$ cat config.mk
export PLATFORM = sky130hd
export DESIGN_NAME = deser_8out
export DESIGN_NICKNAME = d
export VERILOG_FILES = /design/src/rtl/deser_8out_pkg.sv /design/src/rtl/hold_slot_8.sv /design/src/rtl/deser_8out.sv
export SDC_FILE = /design/constraint.sdc
export NUM_CORES = 1
export LEC_CHECK = 0
export ABC_CLOCK_PERIOD_IN_PS = 1920
export BUFFER_PORTS_ARGS = -buffer_cell sky130_fd_sc_hd__buf_2
export CAP_MARGIN = 20
export CORE_MARGIN = 8
export CORE_UTILIZATION = 55
export DETAILED_ROUTE_END_ITERATION = 8
export PLACE_DENSITY = 0.75
export SLEW_MARGIN = 20
export SYNTH_ARGS = -nofsm -noshare
export SYNTH_HDL_FRONTEND = slang
export SYNTH_HIERARCHICAL = 1
export SYNTH_SLANG_ARGS = --single-unit
$ cat constraint.sdc
create_clock -name clk -period 1.92 [get_ports clk]
set_input_delay 0.192 -clock clk [delete_from_list [all_inputs] [get_ports clk]]
set_output_delay 0.192 -clock clk [all_outputs]
set_load 0.05 [all_outputs]
$ cat src/rtl/deser_8out_pkg.sv
// Shared constants and types for the deser_8out serial-to-parallel expander.
// The bit counter runs 0..7 while collecting a frame; 8 marks a held (pending) frame.
package deser_8out_pkg;

  localparam int FRAME_W = 8;
  localparam int CNT_W   = 4;

  typedef logic [CNT_W-1:0]   cnt_t;
  typedef logic [FRAME_W-1:0] frame_t;

  localparam cnt_t CNT_LAST    = cnt_t'(FRAME_W - 1);
  localparam cnt_t CNT_PENDING = cnt_t'(FRAME_W);

  // Bit 7 (last received) lands in the MSB, so frame bit i drives output oi.
  function automatic frame_t pack_frame(input logic last_bit,
                                        input logic [FRAME_W-2:0] low_bits);
    return {last_bit, low_bits};
  endfunction

endpackage

$ cat src/rtl/hold_slot_8.sv
// Eight-bit output register with valid/ready handshake: loads a whole frame,
// holds it under backpressure, and keeps the data after draining.
module hold_slot_8
  import deser_8out_pkg::*;
(
  input  logic   clk,
  input  logic   rst,
  input  logic   load,
  input  frame_t load_data,
  input  logic   out_ready,
  output frame_t data,
  output logic   out_valid,
  output logic   can_load
);

  logic   valid_q, valid_d;
  frame_t data_q, data_d;

  // A new frame may enter when the slot is empty or being drained this cycle.
  assign can_load  = !valid_q || out_ready;
  assign data      = data_q;
  assign out_valid = valid_q;

  always_comb begin
    valid_d = valid_q;
    data_d  = data_q;
    if (load && can_load) begin
      valid_d = 1'b1;
      data_d  = load_data;
    end else if (valid_q && out_ready) begin
      valid_d = 1'b0;
    end
  end

  always_ff @(posedge clk) begin
    if (rst) begin
      valid_q <= 1'b0;
      data_q  <= '0;
    end else begin
      valid_q <= valid_d;
      data_q  <= data_d;
    end
  end

endmodule

$ cat src/rtl/deser_8out.sv
// Serial-to-parallel expander: collects 8 handshaked bits into a frame and
// presents them on o0..o7 with valid/ready flow control and in_start resync.
module deser_8out
  import deser_8out_pkg::*;
(
  input  logic clk,
  input  logic rst,
  input  logic in_bit,
  input  logic in_valid,
  input  logic in_start,
  output logic in_ready,
  output logic o0,
  output logic o1,
  output logic o2,
  output logic o3,
  output logic o4,
  output logic o5,
  output logic o6,
  output logic o7,
  output logic out_valid,
  input  logic out_ready,
  output logic frame_err
);

  cnt_t                 cnt_q, cnt_d;
  logic [FRAME_W-2:0]   sr_q, sr_d;
  logic                 last_q, last_d;
  logic                 frame_err_q, frame_err_d;

  logic   xfer;
  logic   slot_load;
  frame_t slot_data;
  frame_t slot_out;
  logic   slot_can_load;

  assign in_ready  = !rst && (cnt_q != CNT_PENDING);
  assign xfer      = in_valid && in_ready;
  assign frame_err = frame_err_q;

  always_comb begin
    cnt_d       = cnt_q;
    sr_d        = sr_q;
    last_d      = last_q;
    frame_err_d = 1'b0;
    slot_load   = 1'b0;
    slot_data   = pack_frame(in_bit, sr_q);

    if (cnt_q == CNT_PENDING) begin
      slot_data = pack_frame(last_q, sr_q);
      if (slot_can_load) begin
        slot_load = 1'b1;
        cnt_d     = '0;
      end
    end else if (xfer) begin
      if (in_start) begin
        // Resync: anything collected so far is dropped and flagged.
        sr_d        = '0;
        sr_d[0]     = in_bit;
        cnt_d       = cnt_t'(1);
        frame_err_d = (cnt_q != '0);
      end else if (cnt_q == CNT_LAST) begin
        if (slot_can_load) begin
          slot_load = 1'b1;
          cnt_d     = '0;
        end else begin
          last_d = in_bit;
          cnt_d  = CNT_PENDING;
        end
      end else begin
        for (int i = 0; i < FRAME_W - 1; i++) begin
          if (cnt_q == cnt_t'(i)) begin
            sr_d[i] = in_bit;
          end
        end
        cnt_d = cnt_q + cnt_t'(1);
      end
    end
  end

  always_ff @(posedge clk) begin
    if (rst) begin
      cnt_q       <= '0;
      sr_q        <= '0;
      last_q      <= 1'b0;
      frame_err_q <= 1'b0;
    end else begin
      cnt_q       <= cnt_d;
      sr_q        <= sr_d;
      last_q      <= last_d;
      frame_err_q <= frame_err_d;
    end
  end

  hold_slot_8 u_slot (
    .clk       (clk),
    .rst       (rst),
    .load      (slot_load),
    .load_data (slot_data),
    .out_ready (out_ready),
    .data      (slot_out),
    .out_valid (out_valid),
    .can_load  (slot_can_load)
  );

  assign o0 = slot_out[0];
  assign o1 = slot_out[1];
  assign o2 = slot_out[2];
  assign o3 = slot_out[3];
  assign o4 = slot_out[4];
  assign o5 = slot_out[5];
  assign o6 = slot_out[6];
  assign o7 = slot_out[7];

endmodule

==> impl_metrics.csv, run 1 <==
group,metric,value,unit
outcome,status,"finished clean",
grt,grt_max_degree,23,
floorplan,rows,17,
worst_setup_path,r2r_cells,7,
cts,htree_levels,1,
sta,finClkSkew,5.86,ps
yosys,yosysWarnings,6,
grt,grt.total_usage,0.135,
layout,layout_commonest_cell,"dfxtp_1",
cts,clock_path_buffers,2,
yosys,yosysTopAreaCell,"dfxtp_1",
route,drt-vias-per-instance,5.90,
grt,antenna_found_initial,0,
grt,gr-total-overflow,0,
cts,numCtsBuffers,3,
sta,drv_slew,0,
cts,cts-root-buf,"clkbuf_4",
route,postRouteAntennaNets,0,
yosys,synth-edff-count,0,
grt,grt_pass1_wl,4520,um
route,drt-pass1-iter-count,5,
yosys,ys.flop_type,"dfxtp_1",
layout,fin_nets,159,
floorplan,core_area,2190,um^2
yosys,synth.area.top_cells,"dfxtp_1, a21bo_1, o2111ai_1",
worst_setup_path,crit_type,"flop to primary output",
route,vias,1039,
sta,fmax,563,MHz
layout,layout-drive-gt1-share,0.257,
layout,mostFrequentLayoutCells,"dfxtp_1, buf_2, nand2_1",
power,power_density,661,nW/um^2
yosys,syn_avg_cell_area,9.14,um^2
route,wl_per_cell,15.2,um
cts,cts_tree,"done",
layout,area_delta_synth_final,9.99,%
route,dr.first_iter.drc_count,47,
cts,cts.clk_slew.worst_paths,130,ps
yosys,syn_nets,147,
hold_path,min_path_cells,3,
floorplan,die_y,63.7,um
worst_setup_path,cp-start-kind,"flop",
yosys,synth_cell_type_count,31,
floorplan,io_pins,17,
layout,stdcell_count,176,
worst_setup_path,critPathArrivalTime,1580,ps
worst_setup_path,worstPathMaxFanout,6,
placed_design,place_hpwl,1860,um
floorplan,start_util,0.572,
hold_path,hold_class,"input pin to flop",
sta,rsz0062_at_grt,"no",
sta,setup_tns,0,ps
route,drt-total-wl,2680,um
yosys,postSynth.asyncResetShare,0,
floorplan,die_area,4060,um^2
cts,clock_latency,320,ps
placed_design,place_congestion,0.844,
yosys,synth.top_cell.area_share,0.352,
yosys,ys_seq_area_frac,0.352,
sta,period_minus_slack,1780,ps
sta,hold_viol,0,
sta,max_slew_margin,0.700,
worst_setup_path,critPathCaptureType,"primary output",
placed_design,port_buffers,16,
sta,setup_viol,0,
cts,cts_hold_buf,0,
cts,cts_sinks,22,
yosys,synth_seq_cells,22,
power,finalPower,911,uW
grt,grt_pass1_vias,965,
route,drc,0,
floorplan,fp.dieW,63.7,um
worst_setup_path,worst-endpoint-required,1730,ps
layout,antenna_cells,0,
placed_design,dp.cells,172,
run,drv_cap,0,
power,leakage,0.572,nW
power,ir_drop,0.470,mV
yosys,synth_area,1250,um^2
sta,post-route-period-util,0.926,
sta,worst_pin_slew,449,ps
yosys,syn_inst,137,
[kinds of logic after synthesis]
logic type                 share of synthesized area
AOI/OAI and AO/OA                              0.247
adders and majority gates                     0.0400
buffers and inverters                         0.0919
DFF                                            0.352
muxes                                         0.0559
and+or+nand+nor                                0.214
[stage by stage]
step | worst slack (ps) | util | instance area, um^2 | hold WS [ps]
finish | 143 | 0.629 | 1380 | 165
global route | 54.3 | 0.629 | 1380 | 159
CTS | 9.25 | 0.626 | 1370 | 153
detailed placement | 194 | 0.601 | 1320 | 459
global placement | 247 | 0.601 | 1320 | 454
floorplan | 76.1 | - | 1250 | 261
[routing by layer]
layer	wire length, um	vias to the layer above	global-route usage
met4	39	0	0.0696
li1	-	515	-
met5	0	-	0
met3	130	4	0.0406
met1	1180	500	0.151
met2	1330	20	0.224
[synthesized netlist by cell type, types with 2 or more instances]
master,count
dfxtp_1,22
nand2_1,13
nand3_1,10
o2111ai_1,9
a21bo_1,8
a21oi_2,8
inv_1,7
mux2i_1,7
buf_2,5
a21oi_1,4
and3b_1,4
buf_6,4
clkbuf_1,4
ha_1,4
nor3b_1,4
nand4b_1,3
nor2b_1,3
o21ai_0,3
nor2_1,2
o31ai_1,2
[flip-flops by register name, indices dropped and copies added, names as in the netlist]
signal,cells
u_slot/data,8
sr_q,7
cnt_q,4
frame_err,1
last_q,1
u_slot/out_valid,1
[worst max-delay path: stages (launching register included)]
cell and delay, ps:
dfxtp_2 390, inv_1 90, ha_2 230, and3b_2 250
nor2_1 100, buf_4 200
[timing repair]
action / 4_1_cts / 5_1_grt
pin swaps: 0 / 0
setup endpoints to repair: 1 / 1
buffers inserted: 0 / 0
resized for setup: 1 / 4
[cell type report]
type / count / area (um^2)
Inverter: 7 / 26.3
Clock inverter: 1 / 30.0
Fill cell: 189 / 813
Multi-Input combinational cell: 94 / 701
Clock buffer: 3 / 22.5
Tap cell: 28 / 35.0
Sequential cell: 22 / 443
Timing Repair Buffer: 21 / 120
[where the power goes]
group          leakage [nW]  switching, mW  internal (mW)
clock network        0.0279          0.153          0.211
registers             0.179        0.00580          0.465
logic                 0.365         0.0478         0.0288
[final timing paths]
check | from | end | slack, ps
setup / recovery | cnt_q[0]$_SDFFE_PP0P_ | in_ready | 140
hold / removal | in_bit | sr_q[0]$_SDFFE_PP0P_ | 170
setup reg to reg | cnt_q[0]$_SDFFE_PP0P_ | u_slot/data[0]$_SDFFE_PP0P_ | 210
hold reg to reg | sr_q[4]$_SDFFE_PP0P_ | sr_q[4]$_SDFFE_PP0P_ | 480
No activity file was read; power rests on OpenSTA's default activity.
==> inputs of run 2 (changes only) <==
--- a/config.mk
+++ b/config.mk
@@ -5,12 +5,13 @@
 export SDC_FILE = /design/constraint.sdc
 export NUM_CORES = 1
 export LEC_CHECK = 0
-export ABC_CLOCK_PERIOD_IN_PS = 1920
+export ABC_CLOCK_PERIOD_IN_PS = 2200
 export BUFFER_PORTS_ARGS = -buffer_cell sky130_fd_sc_hd__buf_2
 export CAP_MARGIN = 20
 export CORE_MARGIN = 8
 export CORE_UTILIZATION = 55
 export DETAILED_ROUTE_END_ITERATION = 8
+export GPL_ROUTABILITY_DRIVEN = 0
 export PLACE_DENSITY = 0.75
 export SLEW_MARGIN = 20
 export SYNTH_ARGS = -nofsm -noshare
==> constraint.sdc (replaced) <==
create_clock -name clk -period 2.2 [get_ports clk]
set_input_delay 0.22 -clock clk [delete_from_list [all_inputs] [get_ports clk]]
set_output_delay 0.22 -clock clk [all_outputs]
set_load 0.05 [all_outputs]
==> impl_metrics.csv, run 2 (same netlist as run 1, synthesis figures left out) <==
group,metric,value,unit
power,sequentialPowerShare,0.518,
layout,layout_commonest_cell,"dfxtp_1",
hold_path,hp-start,"in_bit",
worst_setup_path,reg2reg_to,"u_slot/data[5]$_SDFFE_PP0P_",
worst_setup_path,critPathCaptureType,"primary output",
sta,max_slew_margin,0.538,
layout,mostFrequentLayoutCells,"dfxtp_1, buf_2, nand2_1",
grt,grt_use_met1,0.153,
route,postRouteAntennaNets,0,
placed_design,port_buffers,16,
floorplan,start_util,0.572,
grt,gr-usage-met3,0.0424,
route,drt-total-wl,2620,um
cts,cts_hold_buf,0,
outcome,status,"finished clean",
route,dr.first_iter.drc_count,36,
floorplan,die_area,4060,um^2
layout,area_delta_synth_final,8.69,%
route,vias,1029,
sta,drv_slew,0,
power,switching_share,0.227,
placed_design,dp.cells,171,
layout,antenna_cells,0,
cts,clock_latency,320,ps
grt,grtUsageMet2,0.219,
sta,post-route-period-util,0.924,
power,switchingPower,180,uW
sta,setup_viol,0,
worst_setup_path,r2r_cells,8,
power,leakage,0.567,nW
power,p_int,612,uW
sta,worst_pin_slew,691,ps
grt,antenna_found_initial,0,
power,clkPwrFrac,0.401,
route,drt-vias-per-instance,5.88,
sta,fmax,492,MHz
worst_setup_path,worstPathMaxFanout,6,
layout,largest_register_ffs,8,
sta,hold_viol,0,
placed_design,place_hpwl,1810,um
worst_setup_path,worst-endpoint-required,1980,ps
grt,grt_pass1_wl,4490,um
route,wl_per_cell,15.0,um
grt,grt_pass1_vias,998,
hold_path,holdPathEnd,"sr_q[0]$_SDFFE_PP0P_",
cts,postCtsSetupBuffers,0,
cts,htree_levels,1,
grt,top_usage_layer,"met2",
floorplan,io_pins,17,
floorplan,core_area,2190,um^2
power,pwr-share-comb,0.081,
sta,setup_tns,0,ps
hold_path,hold_class,"input pin to flop",
layout,layout-drive-gt1-share,0.224,
cts,clock_path_buffers,2,
cts,numCtsBuffers,3,
power,ir_drop,0.341,mV
cts,cts_tree,"done",
route,drc,0,
grt,grt_max_degree,23,
worst_setup_path,crit_type,"flop to primary output",
cts,cts-root-buf,"clkbuf_4",
power,power_density,581,nW/um^2
sta,period_minus_slack,2030,ps
worst_setup_path,r2r_slack,410,ps
cts,cts_sinks,22,
layout,stdcell_count,175,
hold_path,min_path_cells,3,
cts,cts.clk_slew.worst_paths,130,ps
layout,fin_nets,158,
worst_setup_path,cp-start-kind,"flop",
sta,finClkSkew,6.93,ps
floorplan,die_y,63.7,um
run,drv_cap,0,
floorplan,rows,17,
worst_setup_path,r2r_start,"cnt_q[0]$_SDFFE_PP0P_",
route,drt-pass1-iter-count,4,
floorplan,fp.dieW,63.7,um
sta,rsz0062_at_grt,"no",
grt,grt.total_usage,0.134,
grt,gr-total-overflow,0,
power,finalPower,792,uW
worst_setup_path,critPathArrivalTime,1810,ps
cts,ctsResizeCount,0,
==> run 2: changes by cell type in the layout (fill, tap and decap cells not counted), sizes merged <==
cell,before,now
buf,21,20
==> run 2: worst max path at each step <==
stage	endpoint	slack, ps	startpoint	cells past startpoint
after floorplan	in_ready	330	cnt_q[0]$_SDFFE_PP0P_	5
after global placement	u_slot/data[4]$_SDFFE_PP0P_	530	cnt_q[0]$_SDFFE_PP0P_	7
after detailed placement	u_slot/data[7]$_SDFFE_PP0P_	470	cnt_q[0]$_SDFFE_PP0P_	7
after CTS	in_ready	180	cnt_q[0]$_SDFFE_PP0P_	5
after global routing	in_ready	80	cnt_q[0]$_SDFFE_PP0P_	5
final	in_ready	170	cnt_q[0]$_SDFFE_PP0P_	5
==> run 2: through the flow <==
step	util	hold slack, ps	setup slack [ps]	instance area, um^2
4_1_cts	0.621	182	184	1360
2_1_floorplan	-	289	328	1250
6_report	0.621	196	167	1360
3_3_place_gp	0.597	454	531	1310
3_5_place_dp	0.597	463	471	1310
5_1_grt	0.621	215	83.6	1360
==> run 2: final cells by class <==
cell class                 count  area (um^2)
sequential                    22          440
inverter                       7         26.3
tap                           28         35.0
fill                         199          830
timing repair buffer          20          110
clock buffer                   3         22.5
multi-input combinational     94          697
clock inverter                 1         30.0
==> run 2: power by group through the flow <==
stage               registers, mW  clock network (mW)  logic [mW]
floorplan                   0.419                   0      0.0454
global placement            0.419                   0      0.0616
detailed placement          0.419                   0      0.0629
CTS                         0.410               0.324      0.0632
global route                0.411               0.340      0.0698
finish                      0.410               0.318      0.0637
==> run 2: routing by layer <==
| layer | share of wire | vias to the layer above |
|---|---|---|
| li1 | - | 514 |
| met2 | 0.48 | 16 |
| met1 | 0.45 | 493 |
| met5 | 0 | - |
| met3 | 0.045 | 6 |
| met4 | 0.017 | 0 |
==> run 2: critical path, stage by stage (launching register included) <==
cell     delay [ps]
dfxtp_1         440
inv_1           110
ha_1            300
and3b_1         270
nor2_1          110
buf_2           270
==> inputs of run 3 (changes only) <==
--- a/config.mk
+++ b/config.mk
@@ -7,13 +7,11 @@
 export LEC_CHECK = 0
 export ABC_CLOCK_PERIOD_IN_PS = 2200
 export BUFFER_PORTS_ARGS = -buffer_cell sky130_fd_sc_hd__buf_2
-export CAP_MARGIN = 20
 export CORE_MARGIN = 8
 export CORE_UTILIZATION = 55
 export DETAILED_ROUTE_END_ITERATION = 8
 export GPL_ROUTABILITY_DRIVEN = 0
 export PLACE_DENSITY = 0.75
-export SLEW_MARGIN = 20
 export SYNTH_ARGS = -nofsm -noshare
 export SYNTH_HDL_FRONTEND = slang
 export SYNTH_HIERARCHICAL = 1
==> constraint.sdc (replaced) <==
create_clock -name clk -period 2.2 [get_ports clk]
set_input_delay 0.11 -clock clk [delete_from_list [all_inputs] [get_ports clk]]
set_output_delay 0.11 -clock clk [all_outputs]
set_load 0.05 [all_outputs]
==> impl_metrics.csv, run 3 (same netlist as run 1, synthesis figures left out) <==
group,metric,value,unit
outcome,status,"finished clean",
route,vias,1024,
grt,grt.total_usage,0.129,
worst_setup_path,r2r_cells,7,
floorplan,io_pins,17,
route,drt-total-wl,2550,um
hold_path,min_path_cells,3,
layout,layout_commonest_cell,"dfxtp_1",
cts,postCtsSetupBuffers,0,
floorplan,fp.dieW,63.7,um
layout,mostFrequentLayoutCells,"dfxtp_1, buf_2, nand2_1",
cts,clock_latency,310,ps
cts,clock_path_buffers,2,
cts,cts_sinks,22,
worst_setup_path,r2r_slack,440,ps
route,drc,0,
placed_design,dp.cells,170,
layout,final_cell_area,1350,um^2
placed_design,place_area,1300,um^2
worst_setup_path,crit_type,"flop to primary output",
sta,setup_viol,0,
worst_setup_path,critPathArrivalTime,1790,ps
power,power_density,581,nW/um^2
cts,cts-root-buf,"clkbuf_4",
power,leakage,0.561,nW
cts,htree_levels,1,
worst_setup_path,crit_chain,"inv_1 > ha_1 > and3b_1 > nor2_1 > buf_2",
placed_design,port_buffers,16,
worst_setup_path,cpMaxStageDelayCell,"dfxtp_1",
route,postRouteAntennaNets,0,
cts,cts_tree,"done",
route,wl_per_cell,14.7,um
worst_setup_path,worstPathMaxFanout,6,
floorplan,die_area,4060,um^2
layout,fin_nets,157,
run,drv_cap,0,
layout,layout-drive-gt1-share,0.219,
cts,numCtsBuffers,3,
power,ir_drop,0.346,mV
sta,fmax,527,MHz
sta,post-route-period-util,0.862,
grt,gr-total-overflow,0,
cts,cts.clk_slew.worst_paths,130,ps
sta,hold_viol,0,
layout,area_delta_synth_final,8.09,%
sta,rsz0062_at_grt,"no",
floorplan,core_area,2190,um^2
layout,stdcell_count,174,
sta,setup_tns,0,ps
grt,antenna_found_initial,0,
sta,period_minus_slack,1900,ps
route,drt-pass1-iter-count,4,
sta,finClkSkew,1.58,ps
grt,grt_pass1_vias,991,
cts,cts_hold_buf,0,
layout,antenna_cells,0,
grt,grt_pass1_wl,4490,um
worst_setup_path,critPathCaptureType,"primary output",
floorplan,die_y,63.7,um
placed_design,place_hpwl,1810,um
grt,grt_max_degree,23,
worst_setup_path,slowest_delay,430,ps
worst_setup_path,r2r_start,"cnt_q[0]$_SDFFE_PP0P_",
hold_path,hp-start,"in_bit",
layout,largest_register_ffs,8,
floorplan,start_util,0.572,
sta,max_slew_margin,0.575,
sta,worst_pin_slew,637,ps
sta,fin_ws,303,ps
route,drt-vias-per-instance,5.89,
worst_setup_path,reg2reg_to,"u_slot/data[6]$_SDFFE_PP0P_",
hold_path,hold_class,"input pin to flop",
sta,drv_slew,0,
cts,ctsResizeCount,0,
hold_path,holdPathEnd,"sr_q[0]$_SDFFE_PP0P_",
route,dr.first_iter.drc_count,51,
worst_setup_path,worst-endpoint-required,2090,ps
floorplan,rows,17,
worst_setup_path,cp-start-kind,"flop",
placed_design,dp_slack,495,ps
[run 3: cell types whose count changed in the layout (fill, tap and decap cells not counted), sizes merged]
cell  before  now
buf       20   19
[run 3: worst max path at each step]
stage	end	from	slack [ps]
after detailed placement	u_slot/data[7]$_SDFFE_PP0P_	cnt_q[0]$_SDFFE_PP0P_	500
after CTS	in_ready	cnt_q[0]$_SDFFE_PP0P_	300
after floorplan	u_slot/data[1]$_SDFFE_PP0P_	cnt_q[0]$_SDFFE_PP0P_	440
after global placement	u_slot/data[4]$_SDFFE_PP0P_	cnt_q[0]$_SDFFE_PP0P_	520
after global routing	in_ready	cnt_q[0]$_SDFFE_PP0P_	170
final	in_ready	cnt_q[0]$_SDFFE_PP0P_	300
[run 3: per-stage QoR]
| stage | util | power [mW] | hold slack, ps |
|---|---|---|---|
| after floorplan | - | 0.465 | 179 |
| after global placement | 0.594 | 0.480 | 396 |
| after detailed placement | 0.594 | 0.482 | 404 |
| after CTS | 0.618 | 0.792 | 70.1 |
| after global routing | 0.618 | 0.823 | 112 |
| final | 0.618 | 0.787 | 79.8 |
[run 3: layout make-up]
class | count | area [um^2]
fill | 194 | 837
multi-input combinational | 94 | 697
sequential | 22 | 440
timing repair buffer | 19 | 103
tap | 28 | 35.0
clock inverter | 1 | 30.0
inverter | 7 | 26.3
clock buffer | 3 | 22.5
[run 3: layer usage]
layer  track usage  wire length (um)  up-vias
met1         0.157              1200      491
met4        0.0474                36        0
met3        0.0336               109        6
met2         0.213              1210       18
li1              -                 -      509
met5             0                 0        -
[run 3: where the power goes]
group	internal, mW	switching [mW]
Clock	0.184	0.129
Sequential	0.405	0.00543
Combinational	0.0224	0.0405
Total	0.612	0.175
[run 3: worst max-delay path, delay by kind of cell (launching register included)]
family,cells,cell delay [ps]
simple gates,2,370
flops,1,430
buf+inv,2,380
fa+ha+maj,1,290
